File: config.mk
export PLATFORM = sky130hd
export DESIGN_NAME = wb_arbiter
export DESIGN_NICKNAME = d
export VERILOG_FILES = /design/src/rtl/wb_arbiter.sv
export SDC_FILE = /design/constraint.sdc
export NUM_CORES = 1
export LEC_CHECK = 0
export CAP_MARGIN = 10
export CORE_MARGIN = 4
export CORE_UTILIZATION = 37
export CTS_BUF_LIST = sky130_fd_sc_hd__clkbuf_2
export DETAILED_ROUTE_END_ITERATION = 8
export PLACE_DENSITY = 0.85
export SYNTH_ARGS = -nofsm -noshare
export SYNTH_HDL_FRONTEND = slang
export SYNTH_SLANG_ARGS = --single-unit
File: constraint.sdc
create_clock -name clk -period 1.5 [get_ports clk]
set_clock_uncertainty 0.2 [all_clocks]
set_input_delay 0.3 -clock clk [delete_from_list [all_inputs] [get_ports clk]]
set_output_delay 0.3 -clock clk [all_outputs]
set_load 0.05 [all_outputs]
File: src/rtl/wb_arbiter.sv
`default_nettype none
// ============================================================================
//  Module      : wb_arbiter
//  Description : Shares the register file's single write port between the
//                ALU writeback path (A) and the load-data path (B). The two
//                requesters use valid/ready handshakes and are arbitrated
//                round-robin. Writes to x0 are accepted but never enabled.
//                The output stage is registered and drives the register file
//                write port directly.
//  Revision    : 1.0 - initial release
// ============================================================================
module wb_arbiter #(
    parameter int XLEN = 32,
    parameter int RSEL = 5
) (
    input  logic            clk,
    input  logic            rst,
    input  logic            stall,

    input  logic            a_valid,
    input  logic [RSEL-1:0] a_sel,
    input  logic [XLEN-1:0] a_data,
    output logic            a_ready,

    input  logic            b_valid,
    input  logic [RSEL-1:0] b_sel,
    input  logic [XLEN-1:0] b_data,
    output logic            b_ready,

    output logic [XLEN-1:0] d,
    output logic [RSEL-1:0] dsel,
    output logic            wen,
    output logic            prio
);

    localparam logic [RSEL-1:0] C_X0 = '0;

    // Registered output stage and round-robin pointer
    logic [XLEN-1:0] r_d;
    logic [RSEL-1:0] r_dsel;
    logic            r_wen;
    logic            r_prio;

    // Grant decode
    logic            w_open;
    logic            w_contend;
    logic            w_grant_a;
    logic            w_grant_b;
    logic            w_grant_any;
    logic [XLEN-1:0] w_win_data;
    logic [RSEL-1:0] w_win_sel;

    // Combinational grant: nothing is accepted during reset or stall; with
    // both sides valid the pointer picks the winner, otherwise the lone
    // requester wins. The two grants are mutually exclusive by construction.
    always_comb begin
        w_open      = !rst && !stall;
        w_contend   = a_valid && b_valid;
        w_grant_a   = w_open && a_valid && (!b_valid || !r_prio);
        w_grant_b   = w_open && b_valid && (!a_valid ||  r_prio);
        w_grant_any = w_grant_a || w_grant_b;
        w_win_data  = w_grant_b ? b_data : a_data;
        w_win_sel   = w_grant_b ? b_sel  : a_sel;
    end

    // Output stage: capture the winner; a select of x0 completes the
    // handshake but leaves the write enable low so x0 is never written.
    // Without a grant, data and select hold and only the enable drops.
    always_ff @(posedge clk) begin
        if (rst) begin
            r_d    <= '0;
            r_dsel <= '0;
            r_wen  <= 1'b0;
        end else begin
            r_wen <= 1'b0;
            if (w_grant_any) begin
                r_d    <= w_win_data;
                r_dsel <= w_win_sel;
                r_wen  <= (w_win_sel != C_X0);
            end
        end
    end

    // Round-robin pointer: flips only when a contended cycle produced a
    // grant, so the loser is favoured next time. Idle, uncontended and
    // stalled cycles leave it alone.
    always_ff @(posedge clk) begin
        if (rst) begin
            r_prio <= 1'b0;
        end else if (w_contend && w_grant_any) begin
            r_prio <= ~r_prio;
        end
    end

    assign a_ready = w_grant_a;
    assign b_ready = w_grant_b;
    assign d       = r_d;
    assign dsel    = r_dsel;
    assign wen     = r_wen;
    assign prio    = r_prio;

endmodule
`default_nettype wire

## After elaboration in Yosys (flattened, before gate mapping)

Index checks and enable logic that the tools add are counted.

- Muxes and demuxes: 2
- Bitwise operators: 2
- Reductions and logical operators: 17

Operator list:

| operator | number |
|---|---|
| two-way mux 32 bit | 1 |
| logical AND 1 bit | 7 |
| logical NOT 1 bit | 5 |
| two-way mux 5 bit | 1 |
| nonzero test 5 bit | 1 |
| logical OR 1 bit | 3 |
| NOT 1 bit | 2 |
| OR reduction 2 bit | 1 |

- Bits in registers: 39
- Bits of input ports: 79
- Output and inout bits: 41
- Word-level logic and storage cells: 25

## Logic depth before layout (Yosys ltp)

Gate-level depths: netlist of run 1.

- Depth after elaboration: 7
- Mapped depth: 6
- Depth with buffers taken out: 4

## Worst setup path after synthesis of run 1

Ideal clock, no wire load.

- Kind: register to output
- From: register r_prio (netlist: prio)
- To: output a_ready
- Arrival time: 3.023 ns
- Required time: 1.000 ns
- Slack: -2.023 ns
- Cell stages (with the launch flop): 2
- Path buffers: 0
- Path through: dfxtp_1 a2111oi_0

- Cells in the longest elaborated chain, start to end: 3

RTL lines:

| what | RTL line | RTL |
|---|---|---|
| from (decl) | 42 | `logic r_prio;` |
| from (signal assigned) | 91 | `r_prio <= ~r_prio;` |
| logical NOT 1 bit | 59 | `w_grant_a = w_open && a_valid && (!b_valid \|\| !r_prio);` |
| logical OR 1 bit | 59 |  |
| logical AND 1 bit | 59 |  |
| to (decl) | 23 | `output logic a_ready,` |

No other way between the ends.

## Worst setup path after layout of run 1

Ends and elaborated chain as after synthesis.

==> impl_metrics.csv, run 1 <==
group,metric,value,unit
run_status,status,"finished with violations",
run_status,violations,"negative setup slack",
synth,ys_seq_area_frac,0.430,
drt,ant_nets,0,
synth,synth_area,0.00182,sq mm
global_route,grt_pass1_vias,2046,
drt,drt_iter0_drc,70,
clocking,cts_root_buffer,"clkbuf_2",
clocking,numCtsBuffers,5,
global_route,grtUsageTotal,0.222,
global_route,overflow,0,
clocking,worstSkewPairLatency,380,ps
power_and_ir_drop,p_clk_frac,0.156,
synth,synth_flop_cell,"dfxtp_1",
drt,avgRoutedWirePerCell,18.7,um
placed_design,place.gp.congestion,0.794,
power_and_ir_drop,peakVddDrop,441,uV
synth,ys_warn_count,0,
worst_setup_path,r2r-start,"prio",
power_and_ir_drop,sw_frac_of_total,0.339,
floorplanning,die-width,78.1,um
clocking,cts.htree.levels,2,
power_and_ir_drop,p_int,1.94,mW
finish,fill_cells,266,
clocking,clk_pin_slew,210,ps
finish,final_area,0.00393,sq mm
drt,drtPass1Iterations,4,
synth,syn-num-nets,260,
clocking,cts_tree,"built",
synth,synth.area.top_cells,"dfxtp_1 (43%), mux2i_1 (20%), nand3b_1 (12%)",
worst_setup_path,cp_data_required_time,1000,ps
timing,fmax,0.551,GHz
global_route,antenna_found_initial,0,
power_and_ir_drop,p_sw,0.995,mW
global_route,grt_max_degree,47,
drt,drc_errors,0,
synth,synth_edf_count,0,
timing,max-slew-margin-rel,0.783,
worst_setup_path,crit_type,"flip-flop to primary output",
floorplanning,die_y,78.1,um
finish,drive_above_1_share,0.411,
timing,rsz0062_at_grt,"yes",
timing,setup_ws,-316,ps
drt,via_per_inst,5.13,
timing,post-route-period-util,1.21,
worst_hold_path,min_path_type,"input port to flip-flop",
timing,hold_violations,0,
timing,setup_viol,41,
synth,synth.top_cell.area_share,0.430,
power_and_ir_drop,seqPwrFrac,0.416,
placed_design,io_buffers,119,
power_and_ir_drop,p_leak,1.61,nW
drt,vias,1991,
timing,tightest_slew,325,ps
placed_design,place_area,0.00358,sq mm
synth,synthCells,181,
floorplanning,start_util,0.382,
floorplanning,io_pins,120,
power_and_ir_drop,power.density,747,mW/mm^2
synth,yosysUniqueCellTypes,22,
clocking,clk_path_buf_depth,2,
timing,drv_slew,0,
global_route,grt_pass1_wl,10500,um
placed_design,dp_hpwl,4550,um
floorplanning,design.core.area,0.00475,sq mm
floorplanning,num_rows,25,
placed_design,dp_cells,367,
floorplanning,die_area,0.00609,sq mm
synth,ys_async_sr_fraction,0,
timing,min_period,1820,ps
finish,final_net_count,399,
finish,stdcell_count,388,
worst_setup_path,arrival,1320,ps
drt,totalWireLength,7270,um
clocking,cts.sinks,39,
worst_setup_path,critPathLaunchType,"flip-flop",
power_and_ir_drop,power.share.combinational,0.428,
worst_setup_path,crit_start,"prio",
clocking,hold_buffers,0,
synth,synth_area_leader_cell,"dfxtp_1",
synth,synth.avg_cell_area,10.0,sq um
finish,antennaDiodeCount,0,
synth,ys_seq_elements,39,
finish,syn2layout_area_growth,116,%
flow_run,cap_violations,0,
worst_setup_path,endpoint_kind,"primary output",
worst_hold_path,hold_start,"b_data[4]",
worst_setup_path,cp_max_fo,3,
[area by class of cell]
type,count,area [sq um],share of cell area
sequential,39,832,0.212
clock buffer,6,30.0,0.00765
clock inverter,2,7.51,0.00191
inverter,1,3.75,0.000956
tap,67,83.8,0.0214
timing repair buffer,147,1930,0.493
multi-input combinational,126,1030,0.264
[power by group through the flow]
stage	logic (mW)	clock network, mW	registers, mW
3_5_place_dp	1.12	0	1.22
5_1_grt	1.30	0.517	1.23
2_1_floorplan	0.242	0	1.45
6_report	1.25	0.459	1.22
4_1_cts	1.24	0.473	1.21
3_3_place_gp	1.10	0	1.22
[synth_stat cells (2+ instances only)]
library cell  count
a211oi_1          7
buf_12            2
buf_4             2
clkbuf_1         10
dfxtp_1          39
mux2i_1          37
nand3b_1         30
nor2_1           10
nor3_1            2
o21ai_0          10
o21ai_1          21
[routing by layer]
layer,vias to the layer above,part of all wire,global-route usage
li1,942,-,-
met1,941,0.36,0.239
met2,90,0.55,0.410
met3,18,0.071,0.0700
met4,0,0.019,0.0699
met5,-,0,0
[per-stage QoR]
| step | util | worst slack, ps | power, mW | setup TNS, ps | hold WS (ps) |
|---|---|---|---|---|---|
| floorplan | - | -161 | 1.69 | -187 | 269 |
| global placement | 0.753 | -470 | 2.32 | -17500 | 302 |
| detailed placement | 0.753 | -545 | 2.34 | -19800 | 310 |
| CTS | 0.820 | -355 | 2.91 | -5720 | 255 |
| global route | 0.826 | -387 | 3.04 | -7480 | 255 |
| finish | 0.826 | -316 | 2.93 | -4960 | 294 |
[worst max-delay path: stages (launching register included)]
cell and delay, ps:
dfxtp_4 410, a2111oi_4 340, buf_12 180
[cell usage in the layout, fill, tap and decap left out, types with 4 or more instances in the layout]
cell / synthesis / layout
a211oi_1: 7 / 5
buf_12: 2 / 46
buf_4: 2 / 14
buf_6: 1 / 4
buf_8: 0 / 4
clkbuf_2: 0 / 6
clkdlybuf4s50_1: 0 / 74
dfxtp_2: 0 / 38
dlygate4sd2_1: 0 / 4
mux2i_1: 37 / 27
mux2i_2: 0 / 8
nand3b_1: 30 / 30
nor2_1: 10 / 10
o21ai_1: 21 / 30
[what timing repair did]
action | CTS | global route
pin swaps | 8 | 13
gates resized for setup | 41 | 49
cloned | 6 | 0
setup endpoints to repair | 48 | 78
setup buffers | 7 | 6
[registers in the layout (all words and copies together) (netlist names)]
signal and flops:
dsel 5, wen 1, prio 1, d 32
[kinds of logic (layout without fill, tap and decap cells)]
logic type                count (synthesis)  count (layout)  synth area share
AOI/OAI and AO/OA                        42              42             0.138
xor gates and xnor gates                  1               1           0.00482
buffers and inverters                    16             156            0.0592
DFF                                      39              39             0.430
muxes                                    37              37             0.204
and+or+nand+nor                          46              46             0.165
[path summary, 6_finish.rpt]
| check | to | slack (ps) | cells after the start |
|---|---|---|---|
| worst max-delay path | a_ready | -320 | 2 |
| worst min-delay path | d[4] | 290 | 3 |
| worst max register to register | d[25] | -220 | 7 |
| worst min register to register | d[24] | 310 | 2 |
Note: power is estimated with default switching activity, not from simulation.
==> inputs of run 2 (changes only) <==
--- a/config.mk
+++ b/config.mk
@@ -6,8 +6,10 @@
 export NUM_CORES = 1
 export LEC_CHECK = 0
 export CAP_MARGIN = 10
+export CELL_PAD_IN_SITES_DETAIL_PLACEMENT = 1
+export CELL_PAD_IN_SITES_GLOBAL_PLACEMENT = 2
 export CORE_MARGIN = 4
-export CORE_UTILIZATION = 37
+export CORE_UTILIZATION = 20
 export CTS_BUF_LIST = sky130_fd_sc_hd__clkbuf_2
 export DETAILED_ROUTE_END_ITERATION = 8
 export PLACE_DENSITY = 0.85
==> constraint.sdc (replaced) <==
create_clock -name clk -period 2 [get_ports clk]
set_clock_uncertainty 0.2 [all_clocks]
set_input_delay 0.4 -clock clk [delete_from_list [all_inputs] [get_ports clk]]
set_output_delay 0.4 -clock clk [all_outputs]
set_load 0.05 [all_outputs]
==> impl_metrics.csv, run 2 (synthesized netlist as in run 1, its figures left out) <==
group,metric,value,unit
clocking,cts_tree,"built",
floorplanning,io_pins,120,
global_route,antenna_found_initial,0,
finish,fill_cells,1007,
finish,regArea,785,sq um
placed_design,dp_hpwl,4720,um
timing,min_period,1940,ps
placed_design,place_area,0.00316,sq mm
worst_hold_path,worstHoldPathCells,2,
worst_setup_path,reg2reg_depth,4,
clocking,cts.htree.levels,2,
timing,rsz0062_at_grt,"yes",
floorplanning,start_util,0.207,
floorplanning,die_area,0.0107,sq mm
worst_setup_path,cp_data_required_time,1400,ps
drt,avgRoutedWirePerCell,14.4,um
power_and_ir_drop,power.density,592,mW/mm^2
placed_design,place_ws,-204,ps
drt,drtPass1Iterations,4,
clocking,hold_buffers,0,
drt,ant_nets,0,
finish,drive_above_1_share,0.225,
finish,final_cell_mix,"clkdlybuf4s50_1 (74), buf_4 (49), dfxtp_1 (38)",
timing,tightest_slew,329,ps
clocking,clk_pin_slew,210,ps
worst_setup_path,endpoint_kind,"primary output",
worst_setup_path,crit_type,"flip-flop to primary output",
worst_setup_path,arrival,1340,ps
finish,multiInputGateArea,970,sq um
global_route,grt_pass1_vias,1899,
timing,post-route-period-util,0.970,
power_and_ir_drop,peakVddDrop,249,uV
timing,setup_ws,59.1,ps
worst_setup_path,critPathLaunchType,"flip-flop",
timing,max-slew-margin-rel,0.781,
global_route,grt_max_degree,31,
worst_setup_path,slowest_delay,410,ps
floorplanning,die-width,103,um
finish,antennaDiodeCount,0,
floorplanning,die_y,103,um
global_route,grt_pass1_wl,9140,um
clocking,cts_root_buffer,"clkbuf_2",
drt,drt_iter0_drc,46,
worst_setup_path,path_cells,"a2111oi_4 -> buf_12",
power_and_ir_drop,p_leak,1.40,nW
finish,largest_reg_flops,32,
clocking,worstSkewPairLatency,380,ps
global_route,grtUsageTotal,0.109,
clocking,clk_path_buf_depth,2,
placed_design,io_buffers,119,
clocking,cts.sinks,39,
timing,hold_violations,0,
floorplanning,design.core.area,0.00876,sq mm
global_route,overflow,0,
timing,fmax,0.515,GHz
finish,syn2layout_area_growth,76.7,%
drt,vias,1845,
worst_setup_path,crit_slowest_cell,"dfxtp_4",
worst_setup_path,cp_max_fo,4,
worst_hold_path,min_path_type,"flip-flop to flip-flop",
finish,final_net_count,386,
clocking,numCtsBuffers,5,
drt,via_per_inst,4.45,
timing,setup_viol,0,
run_status,status,"complete, no violations",
floorplanning,num_rows,34,
drt,drc_errors,0,
timing,drv_slew,0,
placed_design,place.gp.congestion,0.698,
drt,totalWireLength,5990,um
finish,final_area,0.00321,sq mm
flow_run,cap_violations,0,
finish,final_common_cell,"clkdlybuf4s50_1",
## run 2: path summary, 6_finish.rpt
check	from	end	slack (ps)
setup / recovery	prio	a_ready	60
hold / removal	d[21]	d[21]	290
setup reg to reg	prio	d[29]	390
hold reg to reg	d[21]	d[21]	290
## run 2: report_power, final
| group | total, mW | switching (mW) | internal (mW) |
|---|---|---|---|
| clock network | 0.331 | 0.256 | 0.0742 |
| registers | 0.869 | 0.0324 | 0.836 |
| logic | 0.700 | 0.376 | 0.324 |
| total | 1.90 | 0.665 | 1.23 |
## run 2: layout make-up
class | instances | share of cell area
repair buffers | 134 | 0.400
multi-input cells | 126 | 0.302
flip-flops and latches | 39 | 0.244
well taps | 108 | 0.0421
clock buffers | 5 | 0.00779
clock inverters | 2 | 0.00273
inverters | 1 | 0.00117
## run 2: per-layer routing
layer	vias up	share of wire	wire length (um)	track usage
met5	-	0	0	0
met4	0	0.0085	51	0.0269
met3	6	0.099	595	0.0429
met2	68	0.49	2960	0.185
met1	859	0.40	2380	0.129
li1	912	-	-	-
## run 2: what timing repair did
| item | 4_1_cts | 5_1_grt |
|---|---|---|
| pin swaps | 2 | 1 |
| buffers inserted | 2 | 0 |
| cloned | 0 | 0 |
| endpoints found under the hold margin | 0 | 0 |
| endpoints found under the setup margin | 2 | 2 |
| resized for setup | 6 | 0 |
## run 2: per-stage QoR
step                       util  std cells  setup TNS (ps)  power [mW]  hold WS, ps
final                     0.366        415               0        1.90          294
after global routing      0.366        415           -97.4        2.04          316
after CTS                 0.366        415           -66.3        1.96          300
after detailed placement  0.361        406           -5320        1.60          272
after global placement    0.361        406           -3280        1.58          265
after floorplan               -        181               0        1.27          369
## run 2: worst max-delay path, delay by kind of cell (launching register included)
kind                   cells  cell delay (ps)
AOI/OAI and AO/OA          1              350
buffers and inverters      1              190
DFF                        1              410
==> inputs of run 3 (changes only) <==
--- a/config.mk
+++ b/config.mk
@@ -9,10 +9,11 @@
 export CELL_PAD_IN_SITES_DETAIL_PLACEMENT = 1
 export CELL_PAD_IN_SITES_GLOBAL_PLACEMENT = 2
 export CORE_MARGIN = 4
-export CORE_UTILIZATION = 20
+export CORE_UTILIZATION = 35
 export CTS_BUF_LIST = sky130_fd_sc_hd__clkbuf_2
 export DETAILED_ROUTE_END_ITERATION = 8
-export PLACE_DENSITY = 0.85
+export DONT_BUFFER_PORTS = 1
+export PLACE_DENSITY = 0.83
 export SYNTH_ARGS = -nofsm -noshare
 export SYNTH_HDL_FRONTEND = slang
 export SYNTH_SLANG_ARGS = --single-unit
==> impl_metrics.csv, run 3 (synthesized netlist as in run 1, its figures left out) <==
group,metric,value,unit
power_and_ir_drop,p_leak,1.06,nW
worst_hold_path,worstHoldPathCells,2,
floorplanning,die_y,80.0,um
worst_setup_path,r2r_end,"dsel[2]",
floorplanning,die_area,0.00641,sq mm
global_route,grt_pass1_vias,1773,
worst_setup_path,path_cells,"a2111oi_4 -> buf_6",
drt,avgRoutedWirePerCell,20.1,um
worst_setup_path,crit_slowest_cell,"dfxtp_2",
global_route,grt_max_degree,41,
worst_hold_path,min_path_type,"input port to flip-flop",
floorplanning,start_util,0.372,
timing,max-slew-margin-rel,0.282,
drt,ant_nets,0,
floorplanning,io_pins,120,
power_and_ir_drop,p_clk_frac,0.195,
global_route,use_met2,0.358,
run_status,status,"complete, no violations",
finish,syn2layout_area_growth,37.4,%
timing,rsz0062_at_grt,"no",
clocking,worstSkewPairLatency,360,ps
finish,regArea,782,sq um
clocking,clk_pin_slew,190,ps
global_route,antenna_found_initial,0,
global_route,grt_use_met1,0.158,
power_and_ir_drop,p_sw,0.620,mW
power_and_ir_drop,power.density,690,mW/mm^2
clocking,cts.htree.levels,2,
worst_setup_path,cp_max_fo,3,
timing,finalSetupTns,0,ps
worst_setup_path,slowest_delay,390,ps
finish,final_common_cell,"dlygate4sd3_1",
worst_setup_path,r2r-start,"prio",
floorplanning,die-width,80.0,um
finish,antennaDiodeCount,0,
floorplanning,design.core.area,0.00488,sq mm
timing,drv_slew,0,
finish,multiInputGateArea,970,sq um
placed_design,io_buffers,0,
placed_design,place.gp.congestion,0.753,
global_route,grt-busiest-layer,"met2",
drt,drc_errors,0,
timing,tightest_slew,1080,ps
timing,setup_viol,0,
timing,min_period,1890,ps
global_route,grtUsageTotal,0.181,
finish,fill_cells,543,
clocking,cts_tree,"built",
clocking,postCtsSetupBuffers,0,
power_and_ir_drop,p_int,1.10,mW
flow_run,cap_violations,0,
clocking,numCtsBuffers,5,
timing,post-route-period-util,0.946,
drt,vias,1624,
worst_hold_path,hold_end,"d[16]",
global_route,overflow,0,
finish,drive_above_1_share,0.0897,
worst_setup_path,arrival,1290,ps
clocking,clk_path_buf_depth,2,
finish,final_net_count,312,
worst_setup_path,crit_type,"flip-flop to primary output",
worst_setup_path,crit_family,"flip-flops",
worst_setup_path,crit_start,"prio",
floorplanning,num_rows,25,
drt,totalWireLength,6050,um
drt,drtPass1Iterations,4,
power_and_ir_drop,peakVddDrop,369,uV
worst_setup_path,crit_buf_inv,1,
power_and_ir_drop,seqPwrFrac,0.627,
power_and_ir_drop,power.share.combinational,0.178,
drt,via_per_inst,5.40,
placed_design,dp_cells,239,
clocking,cts.sinks,39,
timing,hold_slack,26.7,ps
timing,fmax,0.529,GHz
global_route,grt_pass1_wl,8900,um
finish,stdcell_count,301,
worst_setup_path,ff2ff_setup_slack,390,ps
placed_design,dp_hpwl,3770,um
worst_setup_path,endpoint_kind,"primary output",
worst_hold_path,hold_start,"a_data[16]",
finish,largest_reg_flops,32,
drt,drt_iter0_drc,74,
finish,final_cell_mix,"dlygate4sd3_1 (53), dfxtp_1 (38), mux2i_1 (37)",
worst_setup_path,critPathLaunchType,"flip-flop",
clocking,cts_root_buffer,"clkbuf_2",
worst_setup_path,cp_data_required_time,1400,ps
power_and_ir_drop,sw_frac_of_total,0.360,
worst_setup_path,reg2reg_depth,4,
global_route,grt_use_met3,0.0688,
timing,hold_violations,0,
-- run 3: changes by cell type in the layout (fill, tap and decap cells not counted), sizes merged --
cell / delta
clkdlybuf4s50: -74
clkinv: -1
buf: -50
dlygate4sd3: +53
clkbuf: +2
dlymetal6s4s: +1
dlygate4sd2: -4
-- run 3: metrics by stage --
step                cell area, sq um  worst slack [ps]  power (mW)  utilization
floorplan                       1850              63.8        1.27            -
global placement                1910               421        1.29        0.391
detailed placement              1910               326        1.31        0.391
CTS                             2390              14.1        1.73        0.489
global route                    2500              21.0        1.82        0.512
finish                          2500               109        1.72        0.512
-- run 3: worst max-delay path by stage --
stage	slack, ps	endpoint	cells past startpoint
2_1_floorplan	60	b_ready	2
3_3_place_gp	420	a_ready	3
3_5_place_dp	330	d[11]	4
4_1_cts	10	a_ready	2
5_1_grt	20	a_ready	2
6_report	110	a_ready	2
-- run 3: power by group through the flow --
| stage | sequential, mW | clock (mW) | combinational [mW] |
|---|---|---|---|
| after floorplan | 1.09 | 0 | 0.181 |
| final | 1.08 | 0.335 | 0.307 |
| after detailed placement | 1.10 | 0 | 0.207 |
| after global placement | 1.10 | 0 | 0.192 |
| after global routing | 1.09 | 0.394 | 0.335 |
| after CTS | 1.08 | 0.360 | 0.285 |
-- run 3: worst reg2reg max path, delay by kind of cell (launching register included) --
kind | cells | cell delay [ps]
AO/OA/AOI/OAI | 2 | 340
buffers and inverters | 1 | 290
flip-flops | 1 | 390
multiplexers | 1 | 250
-- run 3: final cells by class --
type | instances | area share
flip-flops and latches | 39 | 0.313
well taps | 67 | 0.0336
clock buffers | 7 | 0.0140
repair buffers | 60 | 0.247
multi-input cells | 126 | 0.388
clock inverters | 1 | 0.00201
inverters | 1 | 0.00150
-- run 3: metal layers --
metal | part of all wire | vias to the layer above
li1 | - | 767
met1 | 0.34 | 769
met2 | 0.56 | 78
met3 | 0.080 | 10
met4 | 0.017 | 0
met5 | 0 | -
-- run 3: timing repair --
| action | CTS | global route |
|---|---|---|
| setup endpoints to repair | 0 | 8 |
| endpoints found under the hold margin | 39 | 6 |
| hold buffers | 44 | 10 |
| gates resized for setup | 0 | 3 |
